$ cat src/rtl/ioctl_upload_reader.sv
// rtl/ioctl_upload_reader.sv - services HPS upload reads from core memory and raises save requests
module ioctl_upload_reader #(
    parameter int          ADDR_W  = 13,
    parameter int          SIZE    = 8192,
    parameter logic [7:0]  INDEX   = 8'h01,
    parameter logic [7:0]  FILL    = 8'hFF,
    parameter int          TIMEOUT = 255
) (
    input  logic              clk_sys,
    input  logic              reset_n,
    input  logic              save_trigger,
    input  logic              mem_dirty_set,
    input  logic              ioctl_upload,
    input  logic [7:0]        ioctl_index,
    input  logic              ioctl_rd,
    input  logic [24:0]       ioctl_addr,
    output logic [7:0]        ioctl_din,
    output logic              ioctl_wait,
    output logic              ioctl_upload_req,
    output logic [7:0]        ioctl_upload_index,
    output logic              mem_req,
    output logic [ADDR_W-1:0] mem_addr,
    input  logic              mem_ack,
    input  logic [7:0]        mem_rdata,
    output logic              dirty,
    output logic              busy
);

    typedef enum logic {S_IDLE, S_WAIT} state_t;

    localparam logic [24:0] SIZE_A   = 25'(SIZE);
    localparam logic [7:0]  TMO_LAST = 8'(TIMEOUT - 1);

    state_t              state_q;
    logic [7:0]          cnt_q;
    logic [7:0]          din_q;
    logic                wait_q;
    logic                req_q;
    logic [ADDR_W-1:0]   addr_q;
    logic                dirty_q;
    logic                dirty_d;
    logic                upreq_q;
    logic                trig_q;
    logic                active_q;
    logic                active;

    assign active = ioctl_upload && (ioctl_index == INDEX);

    // Read FSM: accept a read in IDLE, hold the memory request in WAIT until ack, timeout or abort
    always_ff @(posedge clk_sys or negedge reset_n) begin
        if (!reset_n) begin
            state_q <= S_IDLE;
            cnt_q   <= 8'd0;
            din_q   <= FILL;
            wait_q  <= 1'b0;
            req_q   <= 1'b0;
            addr_q  <= '0;
        end else begin
            case (state_q)
                S_IDLE: begin
                    if (ioctl_rd && active) begin
                        if (ioctl_addr >= SIZE_A) begin
                            // out-of-range bytes are answered at once without touching memory
                            din_q <= FILL;
                        end else begin
                            addr_q  <= ioctl_addr[ADDR_W-1:0];
                            req_q   <= 1'b1;
                            wait_q  <= 1'b1;
                            cnt_q   <= 8'd0;
                            state_q <= S_WAIT;
                        end
                    end
                end
                S_WAIT: begin
                    if (!active) begin
                        // upload ended under us: drop the request, keep the last byte, ignore any ack
                        req_q   <= 1'b0;
                        wait_q  <= 1'b0;
                        state_q <= S_IDLE;
                    end else if (mem_ack) begin
                        din_q   <= mem_rdata;
                        req_q   <= 1'b0;
                        wait_q  <= 1'b0;
                        state_q <= S_IDLE;
                    end else if (cnt_q == TMO_LAST) begin
                        din_q   <= FILL;
                        req_q   <= 1'b0;
                        wait_q  <= 1'b0;
                        state_q <= S_IDLE;
                    end else begin
                        cnt_q <= cnt_q + 8'd1;
                    end
                end
                default: state_q <= S_IDLE;
            endcase
        end
    end

    // Dirty next state: upload end clears, a write in the same cycle keeps it set
    always_comb begin
        dirty_d = dirty_q;
        if (active_q && !active) begin
            dirty_d = 1'b0;
        end
        if (mem_dirty_set) begin
            dirty_d = 1'b1;
        end
    end

    // Edge detectors, dirty flag and the single-cycle upload request pulse
    always_ff @(posedge clk_sys or negedge reset_n) begin
        if (!reset_n) begin
            active_q <= 1'b0;
            trig_q   <= 1'b0;
            dirty_q  <= 1'b0;
            upreq_q  <= 1'b0;
        end else begin
            active_q <= active;
            trig_q   <= save_trigger;
            dirty_q  <= dirty_d;
            upreq_q  <= save_trigger && !trig_q && dirty_q && !ioctl_upload;
        end
    end

    assign ioctl_din          = din_q;
    assign ioctl_wait         = wait_q;
    assign ioctl_upload_req   = upreq_q;
    assign ioctl_upload_index = INDEX;
    assign mem_req            = req_q;
    assign mem_addr           = addr_q;
    assign dirty              = dirty_q;
    assign busy               = (state_q == S_WAIT);

endmodule

$ cat config.mk
export PLATFORM = sky130hd
export DESIGN_NAME = ioctl_upload_reader
export DESIGN_NICKNAME = d
export VERILOG_FILES = /design/src/rtl/ioctl_upload_reader.sv
export SDC_FILE = /design/constraint.sdc
export NUM_CORES = 1
export LEC_CHECK = 0
export BUFFER_PORTS_ARGS = -buffer_cell sky130_fd_sc_hd__buf_4
export CORE_ASPECT_RATIO = 0.75
export CORE_UTILIZATION = 40
export DETAILED_ROUTE_END_ITERATION = 10
export GPL_TIMING_DRIVEN = 0
export PLACE_DENSITY = 0.73
export SKIP_LAST_GASP = 1
export SYNTH_ARGS = -nofsm -noshare
export SYNTH_HDL_FRONTEND = slang
export SYNTH_SLANG_ARGS = --single-unit
$ cat constraint.sdc
create_clock -name clk_sys -period 1.9 [get_ports clk_sys]
set_input_delay 0.095 -clock clk_sys [delete_from_list [all_inputs] [get_ports clk_sys]]
set_output_delay 0.095 -clock clk_sys [all_outputs]
set_load 0.005 [all_outputs]
==> results of run 1 <==
## state kept, by name (all words and copies together) (netlist names)
signal,cells
busy,1
ioctl_upload_req,1
ioctl_din,8
mem_req,1
mem_addr,13
cnt_q,8
dirty,1
trig_q,1
active_q,1
## metrics by stage
step                setup slack (ps)  TNS [ps]
detailed placement            -99.22     -1031
CTS                            33.09         0
global placement              -125.1     -1390
finish                         124.4         0
floorplan                      190.9         0
global route                  -9.081    -9.081
## worst paths after layout
check                      cells past startpoint                         end        startpoint
min in group asynchronous                      2        cnt_q[0]$_DFFE_PN0P_           reset_n
hold reg to reg                                1  ioctl_upload_req$_DFF_PN0_  trig_q$_DFF_PN0_
max in group asynchronous                      2    ioctl_din[3]$_DFFE_PN1P_           reset_n
hold / removal                                 2    ioctl_din[0]$_DFFE_PN1P_      mem_rdata[0]
setup / recovery                               5        cnt_q[7]$_DFFE_PN0P_    busy$_DFF_PN0_
setup reg to reg                               5        cnt_q[7]$_DFFE_PN0P_    busy$_DFF_PN0_
## cells in the mapped netlist, types with 3 or more instances
| cell type | n |
|---|---|
| inv_1 | 3 |
| nor2_1 | 3 |
| dfrtp_1 | 27 |
| nand4_1 | 5 |
| o22a_1 | 8 |
| o21ai_0 | 3 |
| nand3_1 | 5 |
| o31ai_1 | 4 |
| mux2_4 | 4 |
| buf_4 | 9 |
| mux2_2 | 9 |
| dfstp_2 | 8 |
| or4_1 | 6 |
| a21oi_1 | 7 |
| and3_1 | 3 |
## layout by cell type (no fill, tap or decap), types with 3 or more instances in the layout
| cell | count |
|---|---|
| dfrtp_1 | 27 |
| nand4_1 | 5 |
| o22a_1 | 8 |
| o31ai_1 | 4 |
| and3_1 | 3 |
| mux2_4 | 4 |
| o21ai_0 | 3 |
| inv_1 | 3 |
| nor2_1 | 3 |
| buf_4 | 85 |
| dlygate4sd3_1 | 4 |
| a21oi_1 | 7 |
| dfstp_2 | 8 |
| nand3_1 | 4 |
| or4_1 | 6 |
| conb_1 | 8 |
| clkbuf_8 | 7 |
| mux2_2 | 9 |
## worst register-to-register path, stage by stage (launching register included)
cell and delay (ps):
dfrtp_1 420, clkbuf_4 220, nor4bb_4 250, nand4_1 210
or4_1 450, a21oi_1 160
## area by class of cell
class / instances / area [sq um]
Buffer: 13 / 111.4
Clock buffer: 7 / 96.34
Clock inverter: 1 / 7.507
Fill cell: 345 / 1523
Inverter: 4 / 15.01
Multi-Input combinational cell: 94 / 760.7
Sequential cell: 35 / 885.9
Tap cell: 55 / 68.82
Timing Repair Buffer: 80 / 610.6
## metal layers
metal,global-route usage,vias to the layer above,wire length (microns)
met5,0,-,0
met2,0.2705,72,1691
met1,0.2391,691,1739
met3,0.04961,5,340
met4,0.07008,0,34
li1,-,705,-
## cell families (layout without fill, tap and decap cells)
kind of cell,Yosys count,after routing,share of synthesized area
AOI/OAI and AO/OA,32,32,0.1377
adders and majority gates,2,2,0.01456
other,2,8,0.004372
DFF,35,35,0.5157
and+or+nand+nor,39,39,0.1617
buffers and inverters,17,105,0.07209
muxes,13,13,0.09396
## report_power, final
part           switching, uW  total (uW)  internal (uW)
clock network            267         596            330
logic                   56.2         159            103
registers               4.73         766            761
## what timing repair did
action,in CTS,in global routing
hold endpoints to repair,30,0
hold buffers,4,0
buffers inserted,0,3
pin swaps,0,1
cloned,0,0
gates resized for setup,2,4
endpoints found under the setup margin,10,6
==> out/metrics.yaml, run 1 <==
cts-buffers-inserted: 5
critPathKind: "register to register"
die_x_microns: 77.67
overflow: 0
min_path_type: "input port to register"
grt_pass1_vias: 1386
critPathRequiredTime_ps: 2110
wl_per_cell_microns: 13.17
min_period_ps: 1776
path_clk_slew_ps: 70
start_util: 0.4212
slew_violations: 0
drive_gt1_frac: 0.5513
grt_pass1_wl_mm: 6.092
syn_inst: 140
ys_seq_elements: 35
chipHeight_microns: 58.76
ant_nets: 0
hold_slack_ps: 20.71
max_cap_viol_count: 0
synthesis.area_sq_um: 1718
placed_cells: 274
grt_max_degree: 36
synthFlopType: "dfrtp_1"
power_density_nw_per_um2: 595.1
die_area_sq_um: 4564
routed_wl_mm: 3.806
relSlewSlack: 0.6296
cp_max_fo: 10
max_freq_mhz: 563.2
synth_top_area_share: 0.3933
yosysSeqAreaShare: 0.5157
async_flop_share: 1.000
drt_pre_antenna_iters: 4
synth_edf_count: 0
setup-violations-final: 0
antenna_found_initial: 0
htreeDepth: 2
rows: 20
utilization: 0.6267
hpwlAfterDp_mm: 2.841
crit_path_end_kind: "register"
p_leak_uw: 0.001236
crit_buf_inv: 1
route.detailed.drc: 0
routabilityCongestion: 0.8027
numPortBuffers: 73
finClkSkew_ps: 6.029
diodes: 0
boundaryPins: 82
viasPerCell: 5.097
status: "completed"
r2r_slack_ps: 120
ys_warn_count: 0
worstMarginPinSlew_ps: 554.5
final_cells: 289
synth_area_leaders: "dfrtp_1, dfstp_2, mux2_2, o22a_1, buf_4"
via_count: 1473
syn_avg_cell_area_sq_um: 12.27
clk_path_buf_depth: 2
path_delay_family: "simple AND/OR/NAND/NOR gates"
coreArea_sq_um: 4079
drtIter0Drc: 47
ir_drop_mv: 0.4369
clk_latency_ps: 290
worst_setup_path_start_kind: "register"
synth_top_area_cell: "dfrtp_1"
final_cell_area_sq_um: 2556
cts.sinks: 35
arrival_ps: 1990
rsz0062_at_grt: "yes"
cpMaxStageDelayCell: "or4_1"
critPathMaxStageDelay_ps: 450
placed_cell_area_sq_um: 2357
power_uw: 1521
synth_cell_types: 44
grt_usage: 0.1767
num-nets-final: 283
clockRootBuffer: "clkbuf_8"
cp_cell_sequence: "clkbuf_4 > nor4bb_4 > nand4_1 > or4_1 > a21oi_1"
fin_crit_sh: 0.9345
final_hold_viol_count: 0
cts_tree: "done"
synthToLayoutAreaGrowth_pct: 48.80
Note: power is estimated with default switching activity, not from simulation.
==> run 2, diff against run 1 <==
GPL_TIMING_DRIVEN = not set   (was 0)
clock period = 2.2 ns   (was 1.9 ns; I/O delays follow)
==> run 2 against run 1 <==
Sequential share of layout area rose by 2.1 points. Clock skew fell by 1.1 ps. First-iteration DRC count fell by 6.4%. Worst hold slack improved by 25 ps. Sequential power fell by 14%. Count of clock-buffer cells in the layout did not move. Setup slack improved by 190 ps. Cell count fell by 3.8%. Cell area fell by 5.8%. Non-clock buffer count fell by 11. Combinational power fell by 21%. Critical path type is now input port to register. Critical endpoint is now mem_addr[5]$_DFFE_PN0P_. Largest cell class unchanged. Largest power group unchanged. Highest routed layer unchanged.
==> out/metrics.yaml, run 2 (same netlist as run 1, synthesis figures left out) <==
finClkSkew_ps: 4.904  # -1.126 ps
route.detailed.drc: 0  # unchanged
n_fill_cell: 353  # +2.3%
cts.sinks: 35  # unchanged
wl_per_cell_microns: 13.51  # +2.6%
post_cts_buffers: 0  # unchanged
num-nets-final: 272  # -3.9%
synthToLayoutAreaGrowth_pct: 40.13
status: "completed"
viasPerCell: 5.058  # -0.77%
via_count: 1406  # -4.5%
critPathRequiredTime_ps: 2360  # +250 ps
grt_max_degree: 36  # unchanged
start_util: 0.4212  # unchanged
path_clk_slew_ps: 60  # about the same
cts-buffers-inserted: 5  # unchanged
numPortBuffers: 73  # unchanged
worstMarginPinSlew_ps: 607.1  # +52.67 ps
grt_usage: 0.1772  # +0.0005265
largest_reg_flops: 13  # unchanged
max_freq_mhz: 529.5
fin_crit_sh: 0.8585
coreArea_sq_um: 4079  # unchanged
worst_setup_path_start_kind: "input port"
grt_pass1_wl_mm: 5.996  # -1.6%
setup-violations-final: 0  # unchanged
diodes: 0  # unchanged
die_x_microns: 77.67  # unchanged
routabilityCongestion: 0.7742  # -3.6%
ant_nets: 0  # unchanged
cts_tree: "done"
rows: 20  # unchanged
htreeDepth: 2  # unchanged
hpwlAfterDp_mm: 2.828  # -0.44%
power_density_nw_per_um2: 505.7  # -15%
critPathKind: "input port to register"
postCtsResizedCells: 0  # -2
min_period_ps: 1889
routed_wl_mm: 3.756  # -1.3%
final_hold_viol_count: 0  # unchanged
crit_path_end_kind: "register"
clk_path_buf_depth: 2  # unchanged
multi_input_area_sq_um: 730.7  # -3.9%
final_common_cell: "buf_4"
clk_latency_ps: 280  # about the same
overflow: 0  # unchanged
hold_slack_ps: 45.49  # +24.78 ps
grt_pass1_vias: 1336  # -3.6%
die_area_sq_um: 4564  # unchanged
antenna_found_initial: 0  # unchanged
slew_violations: 0  # unchanged
cts_hold_buffers: 4  # unchanged
chipHeight_microns: 58.76  # unchanged
cp_max_fo: 14  # +4
rsz0062_at_grt: "no"
final-seq-area_sq_um: 885.9  # unchanged
relSlewSlack: 0.5944  # -0.03519
p_leak_uw: 0.001157  # -6.4%
setup_tns_ps: 0  # unchanged
drt_pre_antenna_iters: 4  # unchanged
arrival_ps: 2050  # +60 ps
ir_drop_mv: 0.3096  # -29%
clockRootBuffer: "clkbuf_8"
boundaryPins: 82  # unchanged
layout_common_cells: "buf_4, dfrtp_1, mux2_2"
min_path_type: "input port to register"
max_cap_viol_count: 0  # unchanged
drive_gt1_frac: 0.5022  # -0.04904
drtIter0Drc: 44  # -6.4%
run 2: metrics by stage:
stage	setup slack [ps]	instance area [sq um]	power [uW]	instances	util
after floorplan	475.9	1740	708.1	146	-
after global placement	310.3	2286	793.0	266	0.5604
after detailed placement	282.1	2286	794.9	266	0.5604
after CTS	315.9	2407	1239	278	0.5902
after global routing	186.8	2407	1275	278	0.5902
final	311.3	2407	1217	278	0.5902
run 2: layer usage:
layer / track usage / vias up / routed length, microns
li1: - / 682 / -
met1: 0.2329 / 659 / 1791
met2: 0.2756 / 60 / 1649
met3: 0.04496 / 5 / 258
met4: 0.08895 / 0 / 57
met5: 0 / - / 0
run 2: layout make-up:
cell class / count / share of cell area
tap: 55 / 0.02859
clock buffer: 7 / 0.03170
inverter: 4 / 0.006237
multi-input combinational: 94 / 0.3035
timing repair buffer: 82 / 0.2599
clock inverter: 1 / 0.002079
sequential: 35 / 0.3680
run 2: worst max-delay path, cell delays in order:
cell and delay (ps):
dlygate4sd3_1 530, buf_4 110, nor2b_1 300, nand3_2 130, inv_2 130, and3_1 160, buf_4 230, mux2_2 360
run 2: final timing paths:
check / slack [ps] / end / startpoint / cells after the start
max in group asynchronous: 1550 / ioctl_din[5]$_DFFE_PN1P_ / reset_n / 2
hold / removal: 50 / ioctl_din[2]$_DFFE_PN1P_ / mem_rdata[2] / 2
min in group asynchronous: 310 / mem_req$_DFFE_PN0P_ / reset_n / 2
hold reg to reg: 420 / ioctl_upload_req$_DFF_PN0_ / trig_q$_DFF_PN0_ / 1
setup / recovery: 310 / mem_addr[5]$_DFFE_PN0P_ / ioctl_upload / 8
setup reg to reg: 370 / cnt_q[6]$_DFFE_PN0P_ / cnt_q[0]$_DFFE_PN0P_ / 6
run 2: where the power goes:
part           switching, uW  internal (uW)
logic                   45.8           79.0
registers               4.45            658
clock network            209            222
==> run 3, diff against run 2 <==
PLACE_DENSITY = 0.75   (was 0.73)
clock period = 1.55 ns   (was 2.2 ns; I/O delays follow)
==> run 3 against run 2 <==
The run now ends with setup timing left. Count of clock-buffer cells in the layout shrank 1. Sequential power is 42% higher. Cell area rose by 16%. Largest cell class is now non-clock buffers. Sequential cell count stayed put. Register-to-register slack worse by 530 ps.
==> out/metrics.yaml, run 3 (same netlist as run 1, synthesis figures left out) <==
drtIter0Drc: 93  # +110%
worst_setup_path_start_kind: "register"
critPathMaxStageDelay_ps: 480  # -50 ps
max_freq_mhz: 585.2
synthToLayoutAreaGrowth_pct: 62.13
hold_slack_ps: 5.941  # -39.55 ps
route.detailed.drc: 0  # unchanged
slew_violations: 0  # unchanged
routabilityCongestion: 0.8269  # +6.8%
seqPwrFrac: 0.505  # -0.039
cts.sinks: 35  # unchanged
routed_wl_mm: 4.405  # +17%
crit_buf_inv: 0  # -4
hp-start: "mem_rdata[3]"
antenna_found_initial: 0  # unchanged
final_hold_viol_count: 0  # unchanged
fin_crit_sh: 1.102
diodes: 0  # unchanged
r2r_start: "cnt_q[1]$_DFFE_PN0P_"
rsz0062_at_grt: "yes"
crit_path_end_kind: "register"
cts-buffers-inserted: 5  # unchanged
boundaryPins: 82  # unchanged
power_density_nw_per_um2: 667.7  # +32%
final-seq-area_sq_um: 885.9  # unchanged
rows: 20  # unchanged
status: "complete, but fails checks"
setup_tns_ps: -726.1  # -726.1 ps
num-nets-final: 308  # +13%
clockRootBuffer: "clkbuf_8"
critPathKind: "register to register"
switching_share: 0.2276  # +0.01502
p_switching_uw: 423.2  # +64%
r2r_slack_ps: -160  # -530 ps
via_count: 1559  # +11%
cp_max_fo: 3  # -11
multi_input_area_sq_um: 790.8  # +8.2%
coreArea_sq_um: 4079  # unchanged
hold_path_depth: 2  # unchanged
finClkSkew_ps: 7.835  # +2.931 ps
grt_usage: 0.2061  # +0.02892
setup-violations-final: 14  # +14
grt_pass1_wl_mm: 7.024  # +17%
viasPerCell: 4.965  # -1.8%
cpMaxStageDelayCell: "or4b_1"
wl_per_cell_microns: 14.03  # +3.8%
grt_pass1_vias: 1512  # +13%
arrival_ps: 1930  # -120 ps
n_fill_cell: 318  # -9.9%
min_path_type: "input port to register"
chipHeight_microns: 58.76  # unchanged
cp_cell_sequence: "ha_2 > nand2_1 > or4b_1 > or3_1 > a21oi_2"
timing.rr.end: "cnt_q[6]$_DFFE_PN0P_"
path_delay_family: "simple AND/OR/NAND/NOR gates"
power_frac_comb: 0.116  # +0.014
cts_tree: "done"
p_leak_uw: 0.001355  # +17%
clk_path_buf_depth: 2  # unchanged
start_util: 0.4212  # unchanged
final_common_cell: "buf_4"
numPortBuffers: 73  # unchanged
max_cap_viol_count: 0  # unchanged
violations: "setup timing"
path_clk_slew_ps: 70  # about the same
pwr-share-clk: 0.379  # +0.026
ir_drop_mv: 0.4865  # +57%
htreeDepth: 2  # unchanged
ant_nets: 0  # unchanged
clk_latency_ps: 290  # about the same
worst_slack_ps: -158.8  # -470.0 ps
layout_common_cells: "buf_4, dfrtp_1, dlygate4sd3_1"
worstRegToRegCells: 5  # -1
placed_cells: 289  # +8.6%
grt_max_degree: 36  # unchanged
die_area_sq_um: 4564  # unchanged
utilization: 0.6828  # +0.09264
largest_reg_flops: 13  # unchanged
die_x_microns: 77.67  # unchanged
overflow: 0  # unchanged
p_int_uw: 1436  # +50%
drive_gt1_frac: 0.5946  # +0.09235
drt_pre_antenna_iters: 4  # unchanged
whs_endpoint: "ioctl_din[3]$_DFFE_PN1P_"
critPathRequiredTime_ps: 1770  # -590 ps
final_cells: 314  # +13%
min_period_ps: 1709
hpwlAfterDp_mm: 3.228  # +14%
## run 3: changes by cell type in the layout (fill, tap and decap cells not counted), sizes merged
cell | previous run | this run
buf | 78 | 107
dlygate4sd3 | 4 | 11
clkbuf | 7 | 6
clkinvlp | 0 | 1
## run 3: worst max path at each step
stage	start	endpoint	slack [ps]	cells past startpoint
after floorplan	ioctl_addr[22]	mem_addr[10]$_DFFE_PN0P_	-120	6
after global placement	ioctl_addr[13]	cnt_q[0]$_DFFE_PN0P_	-280	6
after detailed placement	ioctl_addr[22]	mem_addr[6]$_DFFE_PN0P_	-260	6
after CTS	cnt_q[1]$_DFFE_PN0P_	cnt_q[6]$_DFFE_PN0P_	-140	5
after global routing	cnt_q[0]$_DFFE_PN0P_	cnt_q[0]$_DFFE_PN0P_	-220	7
final	cnt_q[1]$_DFFE_PN0P_	cnt_q[6]$_DFFE_PN0P_	-160	5
## run 3: per-stage QoR
| step | worst slack [ps] | area [sq um] | total power, uW |
|---|---|---|---|
| 6_report | -158.8 | 2785 | 1860 |
| 5_1_grt | -216.3 | 2785 | 1949 |
| 4_1_cts | -142.7 | 2701 | 1875 |
| 3_5_place_dp | -256.9 | 2495 | 1145 |
| 3_3_place_gp | -277.5 | 2495 | 1141 |
| 2_1_floorplan | -122.6 | 1767 | 1007 |
## run 3: repair_timing
item	4_1_cts	5_1_grt
hold buffers	8	3
pin swaps	0	5
hold endpoints to repair	34	3
buffers inserted	2	4
resized for setup	2	6
setup endpoints to repair	17	31
## run 3: layout make-up
cell class / instances / share of cell area
repair buffers: 118 / 0.3324
flip-flops and latches: 35 / 0.3181
clock buffers: 6 / 0.02965
well taps: 55 / 0.02471
clock inverters: 2 / 0.005840
inverters: 4 / 0.005391
multi-input cells: 94 / 0.2839
## run 3: per-layer routing
metal  GRT usage  up-vias  routed length, microns
met4     0.07008        0                      40
li1            -      751                       -
met3     0.09302        6                     330
met5           0        -                       0
met1      0.2590      750                    1977
met2      0.3186       52                    2057
## run 3: worst register-to-register path: stages (launching register included)
cell	delay (ps)
dfrtp_1	410
ha_2	210
nand2_1	90
or4b_1	480
or3_1	340
a21oi_2	120
## run 3: power groups by stage
stage               sequential [uW]  combinational (uW)  clock, uW
floorplan                       957                49.8          0
global placement                956                 185          0
detailed placement              956                 189          0
CTS                             939                 207        728
global route                    941                 234        774
finish                          939                 215        705
